$ cat src/rtl/vga_timing_gen.sv
// VGA raster timing: pixel-rate divider, horizontal/vertical counters and
// registered sync/bright/frameStart decodes aligned with the counters.
module vga_timing_gen #(
    parameter int CLK_DIV     = 4,
    parameter int H_TOTAL     = 800,
    parameter int H_SYNC      = 96,
    parameter int H_ACT_START = 144,
    parameter int H_ACT_END   = 783,
    parameter int V_TOTAL     = 525,
    parameter int V_SYNC      = 2,
    parameter int V_ACT_START = 35,
    parameter int V_ACT_END   = 514
) (
    input  logic       clk,
    input  logic       reset,
    output logic       pixelTick,
    output logic [9:0] hCount,
    output logic [9:0] vCount,
    output logic       hSync,
    output logic       vSync,
    output logic       bright,
    output logic       frameStart
);

    localparam int DIV_W = (CLK_DIV > 1) ? $clog2(CLK_DIV) : 1;

    logic [DIV_W-1:0] div_reg;
    logic [DIV_W-1:0] div_next;
    logic             tick_next;
    logic [9:0]       h_next;
    logic [9:0]       v_next;
    logic             frame_wrap;

    always_comb begin
        div_next   = (div_reg == DIV_W'(CLK_DIV - 1)) ? '0 : div_reg + DIV_W'(1);
        // With CLK_DIV = 1 the divider never leaves 0, so the tick stays high.
        tick_next  = (div_next == DIV_W'(CLK_DIV - 1));
        h_next     = hCount;
        v_next     = vCount;
        frame_wrap = 1'b0;
        if (pixelTick) begin
            if (hCount == 10'(H_TOTAL - 1)) begin
                h_next = '0;
                if (vCount == 10'(V_TOTAL - 1)) begin
                    v_next     = '0;
                    frame_wrap = 1'b1;
                end else begin
                    v_next = vCount + 10'd1;
                end
            end else begin
                h_next = hCount + 10'd1;
            end
        end
    end

    // Decodes use the next-state counters so they line up with hCount/vCount.
    always_ff @(posedge clk) begin
        if (reset) begin
            div_reg    <= '0;
            pixelTick  <= 1'b0;
            hCount     <= '0;
            vCount     <= '0;
            hSync      <= 1'b0;
            vSync      <= 1'b0;
            bright     <= 1'b0;
            frameStart <= 1'b0;
        end else begin
            div_reg    <= div_next;
            pixelTick  <= tick_next;
            hCount     <= h_next;
            vCount     <= v_next;
            hSync      <= !(h_next < 10'(H_SYNC));
            vSync      <= !(v_next < 10'(V_SYNC));
            bright     <= (h_next >= 10'(H_ACT_START)) && (h_next <= 10'(H_ACT_END)) &&
                          (v_next >= 10'(V_ACT_START)) && (v_next <= 10'(V_ACT_END));
            frameStart <= frame_wrap;
        end
    end

endmodule

$ cat config.mk
export PLATFORM = sky130hd
export DESIGN_NAME = vga_timing_gen
export DESIGN_NICKNAME = d
export VERILOG_FILES = /design/src/rtl/vga_timing_gen.sv
export SDC_FILE = /design/constraint.sdc
export NUM_CORES = 1
export LEC_CHECK = 0
export CAP_MARGIN = 20
export CORE_MARGIN = 2
export CORE_UTILIZATION = 43
export CTS_BUF_LIST = sky130_fd_sc_hd__clkbuf_4
export CTS_CLUSTER_SIZE = 8
export DETAILED_ROUTE_END_ITERATION = 12
export GPL_TIMING_DRIVEN = 1
export PLACE_DENSITY = 0.67
export SYNTH_ARGS = -nofsm -noshare
export SYNTH_HDL_FRONTEND = slang
export SYNTH_SLANG_ARGS = --single-unit
$ cat constraint.sdc
create_clock -name clk -period 5.6 [get_ports clk]
set_input_delay 1.12 -clock clk [delete_from_list [all_inputs] [get_ports clk]]
set_output_delay 1.12 -clock clk [all_outputs]
set_load 0.02 [all_outputs]
Word-level counts from Yosys, hierarchy flattened
Index checks and enable logic that the tools add are counted.
{"block": "totals", "ff_bits": 27, "in_bits": 2, "output_inout_bits": 25}
{"block": "op_classes", "add_sub_neg": 3, "magnitude_cmp": 6, "n_eq_ne": 4, "muxes": 7, "bitwise_logic": 2, "n_reduce_logical": 6}
{"op": "10-bit two-way mux", "count": 5}
{"op": "10-bit by 1-bit adder with 10-bit output, second input constant", "count": 2}
{"op": "10-bit equality test, second input constant", "count": 2}
{"op": "10-bit less-or-equal comparator, second input constant", "count": 2}
{"op": "10-bit by 6-bit greater-or-equal comparator with 1-bit output, second input constant", "count": 1}
{"op": "10-bit by 8-bit greater-or-equal comparator with 1-bit output, second input constant", "count": 1}
{"op": "10-bit by 2-bit less-than comparator with 1-bit output, second input constant", "count": 1}
{"op": "10-bit by 7-bit less-than comparator with 1-bit output, second input constant", "count": 1}
{"op": "2-bit equality test, second input constant", "count": 2}
{"op": "1-bit logical AND", "count": 3}
{"op": "3-bit OR reduction", "count": 1}
{"op": "2-bit by 1-bit adder with 2-bit output, second input constant", "count": 1}
{"op": "1-bit zero test", "count": 2}
{"op": "2-bit two-way mux", "count": 1}
{"op": "1-bit NOT", "count": 2}
{"op": "1-bit two-way mux", "count": 1}

Longest topological paths before layout
{"block": "logic_depth", "ltp_word": 7, "ltp_mapped": 10, "ltp_nobuf": 9}

Least setup slack after synthesis
Ideal clock, no wire load.
{"block": "synth_timing", "path_type": "register to register", "start": "register hCount[0]", "end": "register bright", "setup_ns": 0.124, "t_arrival_ns": 2.189, "path_slack_ns": 3.287, "stages_incl_launch_ff": 11, "path_buffers": 2, "cell_sequence": "dfxtp_1 ha_1 and4_1 buf_6 and4_4 buf_8 o211ai_4 a211oi_2 o311ai_1 a211oi_1 nor3b_2"}
{"block": "synth_between", "elab_chain_len": 7}
{"element": "start, declared", "line_no": "17", "rtl": "output logic [9:0] hCount,"}
{"element": "start signal, assigned", "line_no": "70", "rtl": "hCount <= h_next;"}
{"element": "10-bit by 1-bit adder with 10-bit output / 10-bit equality test (equally long branches)", "line_no": "51, 42"}
{"element": "10-bit two-way mux", "line_no": "42", "rtl": "if (hCount == 10'(H_TOTAL - 1)) begin"}
{"element": "10-bit two-way mux", "line_no": "41", "rtl": "if (pixelTick) begin"}
{"element": "10-bit by 8-bit greater-or-equal comparator with 1-bit output / 10-bit less-or-equal comparator (equally long branches)", "line_no": "74", "rtl": "bright <= (h_next >= 10'(H_ACT_START)) && (h_next <= 10'(H_ACT_END)) &&"}
{"element": "1-bit logical AND (2 in a row)", "line_no": "74"}
{"element": "1-bit logical AND (*)", "line_no": "75", "rtl": "(v_next >= 10'(V_ACT_START)) && (v_next <= 10'(V_ACT_END));"}
{"element": "end signal, assigned", "line_no": "74"}
{"element": "end, declared", "line_no": "21", "rtl": "output logic bright,"}
Every way passes the cells marked *; elsewhere a longest branch is shown, timed or not.
A chain may end at the register's enable or synchronous reset.

Worst setup path after layout
{"block": "layout_timing", "start": "register pixelTick", "end": "output pixelTick"}
{"element": "start, declared", "line_no": "16", "rtl": "output logic pixelTick,"}
{"element": "start signal, assigned", "line_no": "69", "rtl": "pixelTick <= tick_next;"}
No word-level cell between the ends.

==> flow_summary.toml <==
[logic_synthesis]
muxShareOfSynthArea = 0.0134
synth_top_family_by_area = "simple AND/OR/NAND/NOR gates"
yosys.area.top_type = "dfxtp_1"
synth.avg_cell_area_um2 = 8.73
yosys_warnings = 0
synth-async-reset-ratio = 0
ys_seq_elements = 27
synth_area_um2 = 1490
synth_seq_area_share = 0.362
synth_edf_count = 0
synth_nets = 178
yosysTopAreaCellShare = 0.362
synth_fa_ha_area_frac = 0.0419
syn-instance-count = 171
synth-simple-area-share = 0.301
synth_ff_type = "dfxtp_1"
synth_cell_types = 46
synth_xor_area_frac = 0.0763
ys_top_cells_by_area = "dfxtp_1 36%, nor2_1 5.0%, nor3_1 4.7%"
synth_compound_area_frac = 0.140

[power]
finalPower_mw = 0.301
ir_drop_uv = 91.6
power_leakage_nw = 0.594
powerDensity_nw_per_um2 = 169

[placement]
gp_congestion = 0.833
dp_cells = 235
postPlaceCellArea_um2 = 1750
port_buffers = 26
dpl_worst_slack_ns = 3.16
place_hpwl_um = 2420

[clock_network]
cts.sinks = 27
root_buffer = "clkbuf_4"
ctsLongestPathBuffers = 2
tritoncts = "done"
clk_latency_ns = 0.32
cts_resized = 0
postCtsHoldBufs = 0
clk_pin_slew_ns = 0.14
h-tree-depth = 1
cts_setup_buffers = 0
cts_buffers = 3

[routing]
vias = 1331
drt.antenna.violating_nets = 0
totalWireLength_um = 3260
drt_iter0_markers = 60
wl_per_cell_um = 13.6
drc_errors = 0
drtPass1Iterations = 4
routed_via_density = 5.57

[sta]
setup_violations = 0
fin_setup_tns_ns = 0
finalHoldViolations = 0
fin_crit_ns = 2.83
final-max-slew-violation-count = 0
max_freq_mhz = 354
max_slew_margin = 0.648
worst_pin_slew_ns = 0.527
worst_slack_ns = 2.77
skew_ns = 0.00584
rsz0062_at_grt = "false"
period_share = 0.504

[global_route]
antenna_found_initial = 0
track_usage = 0.175
grt_pass1_wl_um = 5700
overflow = 0
grt_start_max_net_pins = 28
grt_pass1_vias = 1257

[worst_setup_path]
slowest_delay_ns = 0.71
r2r_end = "bright$_SDFF_PP0_"
cp-end-kind = "output pin"
crit_family = "buffers and inverters"
cp_max_fo = 14
reg2reg_depth = 8
critical_path.cell_chain = "clkdlybuf4s50_1"
slowest_stage = "clkdlybuf4s50_1"
crit_type = "reg2out"
critPathRequiredTime_ns = 4.48
crit_arrival_ns = 1.71
r2r_setup_slack_ns = 3.15
start_kind = "register"
reg2reg_from = "hCount[0]$_SDFF_PP0_"
crit_buf_inv = 1

[layout]
drive_gt1_frac = 0.0777
layout.cells.non_filler = 239
antenna_cells = 0
fillers = 320
area_growth_pct = 19.0
final_nets = 201
design_area_um2 = 1780

[die]
fp.dieH_um = 62.9
ios = 27
initial_core_util = 0.447
num_rows = 21
die_x_um = 62.9
die_area_um2 = 3960
core_area_um2 = 3340

[worst_hold_path]
worstHoldEndpoint = "div_reg[0]$_SDFF_PP0_"
hp-class = "reg2reg"
min_from = "div_reg[0]$_SDFF_PP0_"
min_path_cells = 1

[run]
max-cap-violations = 0

[run_status]
status = "finished, final reports clean"
==> routing by layer <==
| layer | track usage | share of wire | up-vias |
|---|---|---|---|
| li1 | - | - | 662 |
| met1 | 0.242 | 0.49 | 640 |
| met2 | 0.281 | 0.47 | 25 |
| met3 | 0.0270 | 0.032 | 4 |
| met4 | 0.0500 | 0.0095 | 0 |
| met5 | 0 | 0 | - |
==> how the worst max path moves through the flow <==
stage,depth (start not counted),start,slack (ns),to
6_report,1,pixelTick$_SDFF_PP0_,2.77,pixelTick
5_1_grt,1,pixelTick$_SDFF_PP0_,2.68,pixelTick
4_1_cts,1,pixelTick$_SDFF_PP0_,2.77,pixelTick
3_5_place_dp,8,hCount[0]$_SDFF_PP0_,3.16,bright$_SDFF_PP0_
3_3_place_gp,1,pixelTick$_SDFF_PP0_,3.18,pixelTick
2_1_floorplan,10,hCount[0]$_SDFF_PP0_,3.29,bright$_SDFF_PP0_
==> cell type report <==
type	count	area, µm²	share of cell area
Sequential cell	27	541	0.304
Clock buffer	4	30.0	0.0169
Multi-Input combinational cell	128	855	0.481
Timing Repair Buffer	27	268	0.151
Tap cell	46	57.6	0.0324
Inverter	7	26.3	0.0148
==> layout by cell type (no fill, tap or decap), types with 2 or more instances in the layout <==
master	count
dfxtp_1	27
nand4_1	6
ha_1	5
xnor2_1	6
nand2_1	14
mux2i_1	2
clkbuf_4	4
xor2_1	7
o21ai_0	3
nand3_1	10
o31ai_1	2
nor2b_1	2
nor3_1	14
nor4_1	2
and4_1	3
a21oi_1	7
clkdlybuf4s50_1	26
a311o_1	3
inv_1	7
nor2_1	20
==> Yosys cell counts (3+ instances only) <==
cell	instances
a21oi_1	7
a311o_1	3
and4_1	3
dfxtp_1	27
ha_1	5
inv_1	7
nand2_1	14
nand3_1	10
nand4_1	6
nor2_1	20
nor3_1	14
o21ai_0	3
xnor2_1	6
xor2_1	7
==> through the flow <==
stage,utilization,hold WS [ns]
global placement,0.523,0.437
detailed placement,0.523,0.459
global route,0.532,0.509
floorplan,-,0.428
finish,0.532,0.473
CTS,0.532,0.479
==> power by group <==
| group | internal, mW | switching (mW) | total (mW) |
|---|---|---|---|
| clock network | 0.0327 | 0.0564 | 0.0891 |
| registers | 0.195 | 0.00421 | 0.199 |
| logic | 0.00578 | 0.00667 | 0.0124 |
| total | 0.234 | 0.0672 | 0.301 |
==> cell families after synthesis <==
| family | Yosys count |
|---|---|
| AOI/OAI and AO/OA | 27 |
| xor gates and xnor gates | 13 |
| adders and majority gates | 5 |
| buffers and inverters | 16 |
| DFF | 27 |
| muxes | 2 |
| and+or+nand+nor | 81 |
No activity file was read; power rests on OpenSTA's default activity.
